### config.mk
export PLATFORM = sky130hd
export DESIGN_NAME = sev_seg_scan
export DESIGN_NICKNAME = d
export VERILOG_FILES = /design/src/rtl/sev_seg_scan.sv
export SDC_FILE = /design/constraint.sdc
export NUM_CORES = 1
export LEC_CHECK = 0
export CORE_MARGIN = 4
export CORE_UTILIZATION = 46
export DETAILED_ROUTE_END_ITERATION = 6
export GPL_TIMING_DRIVEN = 0
export PLACE_DENSITY = 0.85
export SLEW_MARGIN = 15
export SYNTH_ARGS = -nofsm -noshare
export SYNTH_HDL_FRONTEND = slang
export SYNTH_SLANG_ARGS = --single-unit
### constraint.sdc
create_clock -name clk -period 1.9 [get_ports clk]
set_input_delay 0.38 -clock clk [delete_from_list [all_inputs] [get_ports clk]]
set_output_delay 0.38 -clock clk [all_outputs]
set_load 0.02 [all_outputs]
### src/rtl/sev_seg_scan.sv
// Time-multiplexed common-anode seven-segment scanner.
// Adds refresh prescaling, frame-coherent capture, LZ blanking and dp.
module sev_seg_scan #(
  parameter int N_DIGITS    = 4,
  parameter int REFRESH_CNT = 50000,
  parameter int BLANK_LZ    = 1
) (
  input  logic                         clk,
  input  logic                         rst_n,
  input  logic                         en,
  input  logic [4*N_DIGITS-1:0]        value,
  input  logic [N_DIGITS-1:0]          dp_en,
  output logic [3:0]                   nibble_out,
  input  logic [7:0]                   seg_in,
  output logic [N_DIGITS-1:0]          an_n,
  output logic [7:0]                   seg_n,
  output logic [$clog2(N_DIGITS)-1:0]  digit_idx
);

  localparam int PW = $clog2(REFRESH_CNT);
  localparam int IW = $clog2(N_DIGITS);

  logic [PW-1:0]         r_pre;
  logic [IW-1:0]         r_idx;
  logic [4*N_DIGITS-1:0] r_shadow;
  logic                  r_lp;
  logic [N_DIGITS-1:0]   r_an;
  logic [7:0]            r_seg;

  logic                  w_tick;
  logic                  w_last;
  logic                  w_load;
  logic [N_DIGITS-1:0]   w_lz;
  logic                  w_cur_lz;
  logic                  w_cur_dp;
  logic                  w_on;
  logic [N_DIGITS-1:0]   w_sel;

  assign w_tick = en && (r_pre == PW'(REFRESH_CNT - 1));
  assign w_last = (r_idx == IW'(N_DIGITS - 1));
  // Capture only at frame boundaries so a frame never mixes two values.
  assign w_load = r_lp || !en || (w_tick && w_last);

  assign nibble_out = 4'(r_shadow >> {r_idx, 2'b00});

  always_comb begin
    logic v_zero;
    v_zero = 1'b1;
    w_lz   = '0;
    for (int i = N_DIGITS - 1; i >= 0; i--) begin
      v_zero  = v_zero && (r_shadow[4*i +: 4] == 4'h0);
      w_lz[i] = (BLANK_LZ != 0) && (i != 0) && v_zero;
    end
  end

  assign w_cur_lz = w_lz[r_idx];
  assign w_cur_dp = dp_en[r_idx];
  // A blanked digit still lights its anode when only the dp is shown.
  assign w_on     = !(w_cur_lz && !w_cur_dp);
  assign w_sel    = {{(N_DIGITS-1){1'b0}}, w_on} << r_idx;

  always_ff @(posedge clk) begin
    if (!rst_n) begin
      r_pre    <= '0;
      r_idx    <= '0;
      r_shadow <= '0;
      r_lp     <= 1'b1;
      r_an     <= '1;
      r_seg    <= 8'hFF;
    end else begin
      if (en) begin
        r_pre <= w_tick ? '0 : r_pre + PW'(1);
        if (w_tick) begin
          r_idx <= w_last ? '0 : r_idx + IW'(1);
        end
        r_lp  <= 1'b0;
        r_an  <= ~w_sel;
        r_seg <= {~w_cur_dp, w_cur_lz ? 7'h7F : ~seg_in[6:0]};
      end else begin
        r_an  <= '1;
        r_seg <= 8'hFF;
      end
      if (w_load) begin
        r_shadow <= value;
      end
    end
  end

  assign an_n      = r_an;
  assign seg_n     = r_seg;
  assign digit_idx = r_idx;

endmodule
==> After elaboration in Yosys (flattened, before gate mapping) <==
Index checks and enable logic that the tools add are counted.
{ "classes": {"muxes": 6, "div_mod_pow": 0, "reduce_logical": 16, "multipliers": 0, "n_bitwise": 5, "n_shift": 2, "magnitude_cmp": 1, "add_sub_neg": 2, "n_eq_ne": 2} }
{ "ops": {"columns": ["operator", "n"], "rows": [
  ["$add 16x1->16 const B", 1],
  ["$eq 16x16->1 const B", 1],
  ["$mux 16", 1],
  ["$shr 16x4->4", 1],
  ["$logic_not 4->1", 3],
  ["$not 7->7", 1],
  ["$logic_and 1x1->1", 5],
  ["$bmux 1 s2", 2],
  ["$not 4->4", 1],
  ["$reduce_and 2->1", 2],
  ["$shl 1x2->4", 1],
  ["$logic_not 1->1", 3],
  ["$lt 2x3->1 const B", 1],
  ["$not 1->1", 3],
  ["$reduce_or 3->1", 1],
  ["$add 2x1->2 const B", 1],
  ["$eq 2x2->1 const B", 1],
  ["$logic_or 1x1->1", 2],
  ["$mux 1", 2],
  ["$mux 2", 1]
]} }
{ "totals": {"ff_bits": 47, "latchBits": 0, "out_inout_bits": 18, "romBits": 0, "mem_bits_rw": 0, "memories": 0, "elab_cells": 41} }

==> Longest topological paths before layout <==
Gate-level depths: netlist of the first run.
{ "depth": {"depth_word": 9, "ltp_mapped": 6} }

==> Least setup slack after synthesis of the first run <==
No wires, ideal clock.
{ "synth_timing": {"kind": "reg2reg", "start": "reg r_pre[12]", "end": "reg r_pre[15]", "n_path_buf": 1, "stages_incl_launch_ff": 6, "path_slack_ns": -0.003, "setup_ns": 0.115, "arrival_ns": 1.788, "period_less_slack_ns": 1.903, "path_cell_list": "dfxtp_1 > or4b_4 > nor4_4 > or2b_1 > buf_4 > nor2_1"} }
{ "synth_via": {"elab_chain_len": 3, "elab_cells_between_ends": 4} }
{ "synth_lines": {"columns": ["element", "line", "rtl"], "rows": [
  ["start: declaration", "23", "logic [PW-1:0] r_pre;"],
  ["start signal: assignment", "72", "r_pre <= w_tick ? '0 : r_pre + PW'(1);"],
  ["branches (longest 2 deep; another with $add 16x1->16)", null, null],
  ["$mux 16 *", "72", null]
]} }
Mark *: on every way between the ends.
A chain may end at the register's enable or synchronous reset.

==> Worst setup path in the final report of the first run <==
{ "layout_timing": {"start": "reg r_idx[0], in the netlist digit_idx[0]", "end": "out nibble_out[0]"} }
{ "layout_via": {"elab_chain_len": 1} }
{ "layout_lines": {"columns": ["element", "line", "rtl"], "rows": [
  ["start: declaration", "24", "logic [IW-1:0] r_idx;"],
  ["start signal: assignment", "74", "r_idx <= w_last ? '0 : r_idx + IW'(1);"],
  ["$shr 16x4->4", "44", "assign nibble_out = 4'(r_shadow >> {r_idx, 2'b00});"],
  ["end: declaration", "13", "output logic [3:0] nibble_out,"]
]} }
No other way between the ends.

==> results of run 1 <==
-- power groups by stage --
| stage | clock network, mW | registers [mW] | logic [mW] |
|---|---|---|---|
| 6_report | 0.881 | 1.06 | 0.261 |
| 5_1_grt | 0.924 | 1.06 | 0.278 |
| 3_5_place_dp | 0 | 1.08 | 0.250 |
| 4_1_cts | 0.884 | 1.05 | 0.248 |
| 2_1_floorplan | 0 | 1.08 | 0.117 |
| 3_3_place_gp | 0 | 1.08 | 0.244 |
-- layout by cell type, fill, tap and decap left out, types with 3 or more instances in the layout --
cell             count
o211ai_1            16
clkbuf_1            13
nand4_1             23
xnor2_1             11
dfxtp_4              3
mux4_2               5
nor2b_1              3
nand3_1             19
nor4_1               7
nor3_1               3
clkbuf_2             3
xor2_1               3
and4b_1             15
nor2_1              17
buf_8                3
clkbuf_8             5
inv_1                4
dfxtp_2              4
a31oi_1             17
buf_4               12
buf_6                6
nand2_1             15
clkdlybuf4s50_1     41
dfxtp_1             40
-- area by class of cell --
type	count	area, um^2	share of cell area, %
Clock buffer	5	68.8	2.16
Timing Repair Buffer	58	562	17.6
Buffer	23	143	4.48
Multi-Input combinational cell	180	1290	40.5
Tap cell	67	83.8	2.63
Sequential cell	47	957	30.0
Clock inverter	3	67.6	2.12
Inverter	4	15.0	0.471
-- state kept, by name, indices dropped and copies added (netlist names) --
name / count
r_shadow: 16
digit_idx: 2
r_lp: 1
an_n: 4
r_pre: 16
seg_n: 8
-- cell usage after synthesis --
master and instances:
nor4_4 1, inv_1 4, nor4b_1 1, clkbuf_1 18
nand3_1 19, nand2b_1 1, ha_1 2, nand2_1 15
nand4bb_1 1, mux4_2 5, or4_1 1, nor2_1 17
nor3b_1 1, o311a_1 1, o21a_1 1, or4b_2 2
xor2_1 3, or4bb_1 1, or2_2 1, a31oi_1 17
o211ai_1 16, and2_1 2, buf_2 1, a21oi_1 1
buf_1 1, nor3_1 3, or2b_1 1, mux2i_1 2
and4b_1 15, o22ai_1 1, buf_6 2, xnor2_1 11
dfxtp_1 47, o21ai_0 1, or4b_4 1, nand4_1 23
buf_4 1, nor2b_1 4, or3_1 2, nor4_1 7
-- worst min path at each step --
| stage | cells past startpoint | slack, ns | endpoint | from |
|---|---|---|---|---|
| finish | 2 | 0.48 | r_lp$_SDFFE_PN1P_ | r_lp$_SDFFE_PN1P_ |
| CTS | 2 | 0.49 | r_lp$_SDFFE_PN1P_ | r_lp$_SDFFE_PN1P_ |
| detailed placement | 2 | 0.46 | r_lp$_SDFFE_PN1P_ | r_lp$_SDFFE_PN1P_ |
| global route | 2 | 0.51 | r_lp$_SDFFE_PN1P_ | r_lp$_SDFFE_PN1P_ |
| global placement | 2 | 0.45 | r_lp$_SDFFE_PN1P_ | r_lp$_SDFFE_PN1P_ |
| floorplan | 2 | 0.44 | r_lp$_SDFFE_PN1P_ | r_lp$_SDFFE_PN1P_ |
-- through the flow --
step | instances | setup TNS, ns | cell area (um^2) | hold WS, ns
after CTS | 382 | 0 | 3090 | 0.486
final | 387 | 0 | 3190 | 0.484
after detailed placement | 367 | -21.28 | 2900 | 0.457
after floorplan | 254 | 0 | 2350 | 0.439
after global placement | 367 | -19.16 | 2900 | 0.450
after global routing | 387 | -0.173 | 3190 | 0.505
-- timing repair --
| item | in CTS | in global routing |
|---|---|---|
| buffers inserted | 7 | 5 |
| gates resized for setup | 29 | 25 |
| pin swaps | 1 | 16 |
| endpoints found under the hold margin | 0 | 0 |
| endpoints found under the setup margin | 39 | 35 |
-- routing by layer --
| layer | global-route usage (%) | up-vias | wire, um |
|---|---|---|---|
| met1 | 27.2 | 1121 | 2650 |
| met4 | 7.22 | 0 | 156 |
| li1 | - | 1104 | - |
| met5 | 0 | - | 0 |
| met2 | 35.4 | 145 | 3310 |
| met3 | 4.31 | 24 | 601 |
-- worst max-delay path, stage by stage (launching register included) --
cell	delay (ns)
dfxtp_4	0.38
buf_8	0.12
mux4_2	0.53
buf_6	0.15
-- kinds of logic (layout without fill, tap and decap cells) --
kind of cell | after synthesis | in the layout
fa+ha+maj | 2 | 2
compound gates | 38 | 38
mux | 7 | 7
flops | 47 | 47
buf+inv | 27 | 93
xor+xnor | 14 | 14
simple gates | 119 | 119
==> flow_summary_export.csv, run 1 <==
group,metric,value,unit
run_status,status,"complete, no violations",
power_and_ir_drop,finalPower,2.20,mW
power_and_ir_drop,p_int,1.68,mW
power_and_ir_drop,p_comb_share,11.9,%
critical_path,arrival,1.50,ns
route,routedWlPerCell,17.3,um
critical_path,r2r-end,"r_shadow[3]$_SDFFE_PN0P_",
placement,post-place-ws,-0.610,ns
clocking,numCtsBuffers,5,
synth,synth-seq-cells,47,
route,ant_nets,0,
floorplanning,ioPinCount,49,
critical_path,critPathCapture,"nibble_out[0]",
floorplanning,die_x,79.4,um
synth,synth_warnings,0,
route,drt_iter0_drc,328,
sta,slew_headroom,65.3,%
synth,synthCells,254,
synth,synth_top_family_by_area,"simple AND/OR/NAND/NOR gates",
synth,synth_simple_gate_area_share,31.6,%
route,drc,0,
synth,yosys.area_share.adder,1.07,%
clocking,cts_sinks,47,
synth,synth_area_leaders,"dfxtp_1 (40%), and4b_1 (6.4%), nand4_1 (6.1%)",
power_and_ir_drop,p_sw_share,23.6,%
critical_path,path_class,"reg -> out",
global_routing,grt_pass1_wl,10600,um
route,drt_pass1_iterations,5,
sta,worst_pin_slew,0.520,ns
placement,portBuffers,46,
power_and_ir_drop,p_switching,518,uW
global_routing,antenna_found_initial,0,
critical_path,worst_setup_path_end_kind,"output port",
sta,finClkSkew,0.00493,ns
power_and_ir_drop,ir_worst_vdd,0.000386,V
power_and_ir_drop,leakagePower,1.13,nW
synth,synth.cell_area,2340,um^2
critical_path,r2r_slack,0.05,ns
layout,nFillCells,376,
floorplanning,row_count,25,
sta,rsz0062_at_grt,"true",
power_and_ir_drop,seqPwrFrac,48.0,%
synth,synthMuxAreaShare,5.66,%
floorplanning,dieArea,6300,um^2
route,drt_wl_total,6710,um
synth,syn_nets,287,
synth,yosysSeqAreaShare,40.2,%
sta,hold_viol,0,
layout,final_nets,352,
placement,dp_hpwl,4370,um
worst_hold_path,hold_class,"reg -> reg",
global_routing,grt_overflow,0,
layout,diodes,0,
sta,setup_violations,0,
power_and_ir_drop,power_frac_clock,40.1,%
clocking,cts.path.max_buffers,2,
synth,synth_largest_area_cell,"dfxtp_1",
critical_path,cp_max_fo,5,
synth,synth_compound_area_share,11.1,%
clocking,clkTransAtPathRegs,0.09,ns
floorplanning,core,4820,um^2
global_routing,grt_max_degree,16,
critical_path,reg2reg_from,"r_pre[4]$_SDFFE_PN0P_",
critical_path,worstPathRequired,1.52,ns
sta,setup_slack,0.0205,ns
placement,gp_congestion,0.931,
sta,finalCritPeriodShare,98.9,%
floorplanning,die_height,79.4,um
power_and_ir_drop,power_density,689,nW/um^2
global_routing,grt_use_total,21.2,%
critical_path,startpoint,"digit_idx[0]$_SDFFE_PN0P_",
layout,post-route-util,66.2,%
route,vias,2394,
synth,syn_avg_cell_area,9.22,um^2
critical_path,critPathLaunchType,"register",
flow_run,cap_violations,0,
synth,synth_xor_area_share,5.24,%
layout,drive_gt1_share,16.9,%
clocking,cts_root_buf,"clkbuf_8",
clocking,cts_tree,"done",
clocking,clkLatencyLatePin,0.30,ns
floorplanning,start_util,48.6,%
synth,synth_top_area_share,40.2,%
layout,areaGrowthSynthToFinish,36.1,%
sta,finalMaxSlewViolations,0,
clocking,htree_levels,2,
global_routing,grt_pass1_vias,2193,
critical_path,worstRegToRegCells,6,
route,post_drt_via_cell_ratio,6.19,
synth,synthDistinctLibCells,40,
sta,fmax,532,MHz
sta,min_period,1.88,ns
clocking,cts_hold_buf,0,
(Power assumes the default switching activity.)
==> run 2, diff against run 1 <==
- CTS_CLUSTER_SIZE: default -> 8
==> results of run 2 <==
No change in the layout: final DEF, timing and power equal those of run 1.
